--- config.mk ---
export PLATFORM = sky130hd
export DESIGN_NAME = rf16_32bits_flat
export DESIGN_NICKNAME = d
export VERILOG_FILES = /design/src/rtl/rf16_32bits_if.sv /design/src/rtl/rf16_32bits.sv /design/src/flat_wrapper.sv
export SDC_FILE = /design/constraint.sdc
export NUM_CORES = 1
export LEC_CHECK = 0
export ABC_CLOCK_PERIOD_IN_PS = 5200
export BUFFER_PORTS_ARGS = -buffer_cell sky130_fd_sc_hd__buf_2
export CAP_MARGIN = 10
export CORE_AREA = 8 8 233 235
export CTS_BUF_LIST = sky130_fd_sc_hd__clkbuf_2
export CTS_CLUSTER_SIZE = 40
export DETAILED_ROUTE_END_ITERATION = 10
export DIE_AREA = 0 0 241 243
export PLACE_DENSITY = 0.75
export SLEW_MARGIN = 30
export SYNTH_ARGS = -nofsm -noshare
export SYNTH_HDL_FRONTEND = slang
export SYNTH_SLANG_ARGS = --single-unit
--- constraint.sdc ---
create_clock -name clk -period 5.2 [get_ports clk]
set_input_delay 0.52 -clock clk [delete_from_list [all_inputs] [get_ports clk]]
set_output_delay 0.52 -clock clk [all_outputs]
set_load 0.01 [all_outputs]
--- src/rtl/rf16_32bits_if.sv ---
// Request/response bundle for the 16x32 register bank: write port, bulk clear and registered read port.
interface rf16_32bits_if #(
  parameter int DATA_W = 32
);
  logic              we;
  logic [3:0]        wr_addr;
  logic [DATA_W-1:0] wr_data;
  logic              clr;
  logic              re;
  logic [3:0]        rd_addr;
  logic [DATA_W-1:0] rd_data;
  logic              rd_valid;
  logic              rd_err;

  modport master (
    output we, wr_addr, wr_data, clr, re, rd_addr,
    input  rd_data, rd_valid, rd_err
  );

  modport slave (
    input  we, wr_addr, wr_data, clr, re, rd_addr,
    output rd_data, rd_valid, rd_err
  );
endinterface

--- src/rtl/rf16_32bits.sv ---
// 16-entry x 32-bit register bank feeding the 16:1 wide read mux, with its own
// registered read port (write-first bypass), per-entry valid bits and bulk clear.
module rf16_32bits #(
  parameter int DATA_W = 32,
  parameter int DEPTH  = 16
) (
  input  logic              clk,
  input  logic              reset,
  rf16_32bits_if.slave      bus,
  output logic [DEPTH-1:0]  valid,
  output logic [DATA_W-1:0] q0,
  output logic [DATA_W-1:0] q1,
  output logic [DATA_W-1:0] q2,
  output logic [DATA_W-1:0] q3,
  output logic [DATA_W-1:0] q4,
  output logic [DATA_W-1:0] q5,
  output logic [DATA_W-1:0] q6,
  output logic [DATA_W-1:0] q7,
  output logic [DATA_W-1:0] q8,
  output logic [DATA_W-1:0] q9,
  output logic [DATA_W-1:0] q10,
  output logic [DATA_W-1:0] q11,
  output logic [DATA_W-1:0] q12,
  output logic [DATA_W-1:0] q13,
  output logic [DATA_W-1:0] q14,
  output logic [DATA_W-1:0] q15
);

  logic [DATA_W-1:0] entry_q [DEPTH];
  logic [DATA_W-1:0] entry_d [DEPTH];
  logic [DEPTH-1:0]  valid_q, valid_d;
  logic [DEPTH-1:0]  wr_sel;
  logic [DATA_W-1:0] rd_data_q, rd_data_d;
  logic              rd_valid_q, rd_valid_d;
  logic              rd_err_q, rd_err_d;

  // One-hot write enable decoded from the write address.
  always_comb begin
    wr_sel = '0;
    if (bus.we) begin
      wr_sel[bus.wr_addr] = 1'b1;
    end
  end

  // Next bank state: a clear wipes everything first, then the write lands on top.
  always_comb begin
    for (int i = 0; i < DEPTH; i++) begin
      entry_d[i] = bus.clr ? '0 : entry_q[i];
      if (wr_sel[i]) begin
        entry_d[i] = bus.wr_data;
      end
    end
    valid_d = (bus.clr ? '0 : valid_q) | wr_sel;
  end

  // Read port next state: write-first bypass, then clear, then the stored entry.
  always_comb begin
    rd_valid_d = bus.re;
    rd_err_d   = 1'b0;
    rd_data_d  = rd_data_q;
    if (bus.re) begin
      if (bus.we && (bus.wr_addr == bus.rd_addr)) begin
        rd_data_d = bus.wr_data;
        rd_err_d  = 1'b0;
      end else if (bus.clr) begin
        rd_data_d = '0;
        rd_err_d  = 1'b1;
      end else begin
        rd_data_d = entry_q[bus.rd_addr];
        rd_err_d  = ~valid_q[bus.rd_addr];
      end
    end
  end

  // State registers; reset wins over write, clear and read in the same cycle.
  always_ff @(posedge clk) begin
    if (reset) begin
      for (int i = 0; i < DEPTH; i++) begin
        entry_q[i] <= '0;
      end
      valid_q    <= '0;
      rd_data_q  <= '0;
      rd_valid_q <= 1'b0;
      rd_err_q   <= 1'b0;
    end else begin
      for (int i = 0; i < DEPTH; i++) begin
        entry_q[i] <= entry_d[i];
      end
      valid_q    <= valid_d;
      rd_data_q  <= rd_data_d;
      rd_valid_q <= rd_valid_d;
      rd_err_q   <= rd_err_d;
    end
  end

  assign bus.rd_data  = rd_data_q;
  assign bus.rd_valid = rd_valid_q;
  assign bus.rd_err   = rd_err_q;
  assign valid        = valid_q;

  assign q0  = entry_q[0];
  assign q1  = entry_q[1];
  assign q2  = entry_q[2];
  assign q3  = entry_q[3];
  assign q4  = entry_q[4];
  assign q5  = entry_q[5];
  assign q6  = entry_q[6];
  assign q7  = entry_q[7];
  assign q8  = entry_q[8];
  assign q9  = entry_q[9];
  assign q10 = entry_q[10];
  assign q11 = entry_q[11];
  assign q12 = entry_q[12];
  assign q13 = entry_q[13];
  assign q14 = entry_q[14];
  assign q15 = entry_q[15];

endmodule

--- src/flat_wrapper.sv ---
// flat-port wrapper written by rule: the top's interface ports become plain ports
module rf16_32bits_flat 
#(
  parameter int DATA_W = 32,
  parameter int DEPTH  = 16
)
  (clk, reset, valid, q0, q1, q2, q3, q4, q5, q6, q7, q8, q9, q10, q11, q12, q13, q14, q15, bus_we, bus_wr_addr, bus_wr_data, bus_clr, bus_re, bus_rd_addr, bus_rd_data, bus_rd_valid, bus_rd_err);
  rf16_32bits_if #(.DATA_W(DATA_W)) bus_i ();
  input  logic clk;
  input  logic reset;
  output logic [DEPTH-1:0] valid;
  output logic [DATA_W-1:0] q0;
  output logic [DATA_W-1:0] q1;
  output logic [DATA_W-1:0] q2;
  output logic [DATA_W-1:0] q3;
  output logic [DATA_W-1:0] q4;
  output logic [DATA_W-1:0] q5;
  output logic [DATA_W-1:0] q6;
  output logic [DATA_W-1:0] q7;
  output logic [DATA_W-1:0] q8;
  output logic [DATA_W-1:0] q9;
  output logic [DATA_W-1:0] q10;
  output logic [DATA_W-1:0] q11;
  output logic [DATA_W-1:0] q12;
  output logic [DATA_W-1:0] q13;
  output logic [DATA_W-1:0] q14;
  output logic [DATA_W-1:0] q15;
  input wire logic [$bits(bus_i.we)-1:0] bus_we;
  input wire logic [$bits(bus_i.wr_addr)-1:0] bus_wr_addr;
  input wire logic [$bits(bus_i.wr_data)-1:0] bus_wr_data;
  input wire logic [$bits(bus_i.clr)-1:0] bus_clr;
  input wire logic [$bits(bus_i.re)-1:0] bus_re;
  input wire logic [$bits(bus_i.rd_addr)-1:0] bus_rd_addr;
  output wire logic [$bits(bus_i.rd_data)-1:0] bus_rd_data;
  output wire logic [$bits(bus_i.rd_valid)-1:0] bus_rd_valid;
  output wire logic [$bits(bus_i.rd_err)-1:0] bus_rd_err;
  assign bus_i.we = bus_we;
  assign bus_i.wr_addr = bus_wr_addr;
  assign bus_i.wr_data = bus_wr_data;
  assign bus_i.clr = bus_clr;
  assign bus_i.re = bus_re;
  assign bus_i.rd_addr = bus_rd_addr;
  assign bus_rd_data = bus_i.rd_data;
  assign bus_rd_valid = bus_i.rd_valid;
  assign bus_rd_err = bus_i.rd_err;
  rf16_32bits #(.DATA_W(DATA_W), .DEPTH(DEPTH)) u_core (.clk(clk), .reset(reset), .bus(bus_i), .valid(valid), .q0(q0), .q1(q1), .q2(q2), .q3(q3), .q4(q4), .q5(q5), .q6(q6), .q7(q7), .q8(q8), .q9(q9), .q10(q10), .q11(q11), .q12(q12), .q13(q13), .q14(q14), .q15(q15));
endmodule
==> impl_metrics.toml <==
[synthesis]
synth_edf_count = 0
synth_seq_cells = 562
ys_types = 32
synth-main-ff-cell = "dfxtp_1"
syn_area_per_cell_sq_um = 8.278
synthCells = 3032
seq_area_frac_synth = 0.4483
synthTopCellsByCount = "562 x dfxtp_1, 529 x a21oi_1, 522 x nand2_1, 516 x nand3_1, 279 x clkbuf_1"
netlist.top_cell.by_area = "dfxtp_1"
synth_area_leaders = "dfxtp_1 45%, mux4_2 12%, a21oi_1 11%"
synth.cell_area_sq_um = 25100
async_reset_ff_frac = 0
synth.top_cell.area_share = 0.4483
yosysWarnings = 0
synth_fp_nets = 3077
yosysMostFrequentCell = "dfxtp_1"

[global_routing]
grt_pass1_wl_mm = 160.3
grt_pass1_vias = 24380
grt_use_total = 0.3558
grt_overflow_total = 0
grt_start_max_net_pins = 175
antenna_found_initial = 4

[critical_path]
reg2reg_to = "u_core.bus.rd_data[28]"
worstSetupEndpoint = "u_core.entry_q[0][2]"
crit_buf_inv = 5
r2r_slack_ns = 3.07
required_ns = 6.43
crit_chain = "dlygate4sd3_1, buf_2, or3b_2, dlygate4sd3_1, nor3_4, buf_4, nand2_1, dlygate4sd3_1, a21oi_1"
cp_num_cells = 9
critPathMaxFanout = 25
cp_top_family = "buffers and inverters"
reg2reg_depth = 6
cp_common_cell = "dlygate4sd3_1"
worst_path_max_delay_cell = "dlygate4sd3_1"
critPathCaptureType = "register"
reg2reg_from = "u_core.bus.rd_data[28]"
path_class = "input port to register"
critPathLaunchType = "input port"
slowest_delay_ns = 0.66
crit_arrival_ns = 4.03
crit_start = "bus_wr_addr[3]"

[clock_network]
clockBufferDepth = 3
numCtsBuffers = 148
cts_tree = "yes"
cts.htree.levels = 4
cts_sinks = 562
root_buffer = "clkbuf_2"
ctsResizeCount = 0
worstSkewPairLatency_ns = 1.36
clk_pin_slew_worst_paths_ns = 0.10

[die]
die_w_um = 241
io_pins = 607
initial_utilization = 0.4953
rows = 83
core_sq_um = 50680
die-area_sq_um = 58560
die_y_um = 243

[power]
pwr-share-seq = 0.530
power_switching_mw = 2.492
p_sw_frac = 0.3004
p_leak_nw = 12.16
clockPowerShare = 0.375
cell_internal_pwr_mw = 5.805
power_frac_comb = 0.095
power_density_nw_per_um2 = 275.8
power.total_mw = 8.296
irDropWorstVdd_mv = 0.1924

[timing]
final_period_minus_worst_setup_slack_ns = 2.798
clock_skew_ns = 0.07847
fin_tns_setup_ns = 0
setup_viol = 0
relSlewSlack = 0.3288
rsz0062_at_grt = "no"
period_share = 0.5381
max_clock_freq_mhz = 357.4
whs_ns = 0.1714
hold_viol_final = 0
slew_viol_final = 0
worstMarginPinSlew_ns = 1.007

[layout]
syn_to_final_growth_pct = 19.83
final_nets = 3576
final_cell_count_no_fill = 4305
drive_gt1_frac = 0.2886
finalCoreUtilization = 0.5935

[drt]
drt-total-wl_mm = 109.4
initialDrtViolationCount = 3833
ant_nets = 0
drcViolationCount = 0
vias = 26910
drt_first_pass_iters = 6
wl_per_cell_um = 25.42
vias_per_cell = 6.250

[place]
port_buffers = 606
dp.final_hpwl_mm = 72.27
gp_congestion = 0.9216
dp_cells = 4011

[run_status]
outcome = "finished clean"

[hold_path]
min_path_type = "input port to register"

[flow_run]
drv_cap = 0
[power by group through the flow]
stage / clock network (mW) / registers, mW / logic, mW
after global placement: 0 / 4.49 / 0.726
final: 3.11 / 4.40 / 0.787
after floorplan: 0 / 4.50 / 0.451
after CTS: 3.12 / 4.39 / 0.768
after global routing: 3.38 / 4.40 / 0.823
after detailed placement: 0 / 4.50 / 0.737
[cell usage in the layout (no fill, tap or decap), types with 32 or more instances in the layout]
| cell type | instances |
|---|---|
| a21oi_1 | 529 |
| a22o_1 | 64 |
| a31oi_1 | 32 |
| buf_2 | 603 |
| buf_4 | 37 |
| clkbuf_2 | 214 |
| dfxtp_1 | 562 |
| dlygate4sd3_1 | 50 |
| inv_1 | 32 |
| mux4_2 | 133 |
| nand2_1 | 521 |
| nand3_1 | 514 |
| nor2_1 | 145 |
| o21ai_0 | 63 |
| o21bai_1 | 32 |
[layout make-up]
cell class / count / area, sq um
fillers: 4662 / 20600
flip-flops and latches: 562 / 11250
well taps: 680 / 850.8
multi-input cells: 2081 / 12440
clock inverters: 26 / 203.9
inverters: 33 / 131.4
diodes: 4 / 10.01
clock buffers: 214 / 1071
repair buffers: 705 / 4121
[how the worst min path moves through the flow]
stage | from | end | slack [ns] | cells past startpoint
after CTS | bus_rd_addr[1] | u_core.bus.rd_data[22] | 0.03 | 5
after global routing | bus_wr_data[31] | u_core.entry_q[5][31] | 0.08 | 4
after detailed placement | u_core.entry_q[2][10] | u_core.entry_q[2][10] | 0.47 | 2
after floorplan | u_core.entry_q[12][0] | u_core.entry_q[12][0] | 0.50 | 2
final | bus_wr_data[31] | u_core.entry_q[5][31] | 0.17 | 4
after global placement | u_core.entry_q[1][22] | u_core.entry_q[1][22] | 0.46 | 2
[state kept, by name, indices dropped and copies added (netlist names)]
name	cells
u_core.entry_q	512
u_core.valid	16
u_core.bus.rd_data	32
u_core.bus.rd_valid	1
u_core.bus.rd_err	1
[metal layers]
| metal | global-route usage | routed length (um) |
|---|---|---|
| met1 | 0.4715 | 40460 |
| met2 | 0.5104 | 47270 |
| met3 | 0.1293 | 16040 |
| met4 | 0.1657 | 5632 |
| met5 | 0 | 13 |
[cells by family after synthesis]
kind of cell,Yosys count,synth area share
muxes,133,0.1193
DFF,562,0.4483
AOI/OAI and AO/OA,722,0.1583
buffers and inverters,389,0.06072
and+or+nand+nor,1222,0.2120
xor gates and xnor gates,4,0.001396
[tightest hold or removal path: cells and delay by family]
kind | cells | cell delay [ns]
AND/OR/NAND/NOR | 1 | 0.11
AO/OA/AOI/OAI | 1 | 0.06
buffers and inverters | 2 | 0.79
[repair_timing]
action,in CTS,in global routing
hold buffers,50,0
setup buffers,0,0
hold endpoints to repair,549,0
[through the flow]
| step | setup slack, ns | instance area (sq um) |
|---|---|---|
| 6_report | 2.402 | 30080 |
| 2_1_floorplan | 3.137 | 25100 |
| 3_5_place_dp | 2.391 | 28290 |
| 5_1_grt | 2.433 | 30080 |
| 4_1_cts | 2.543 | 30070 |
| 3_3_place_gp | 2.426 | 28120 |
No activity file was read; power rests on OpenSTA's default activity.
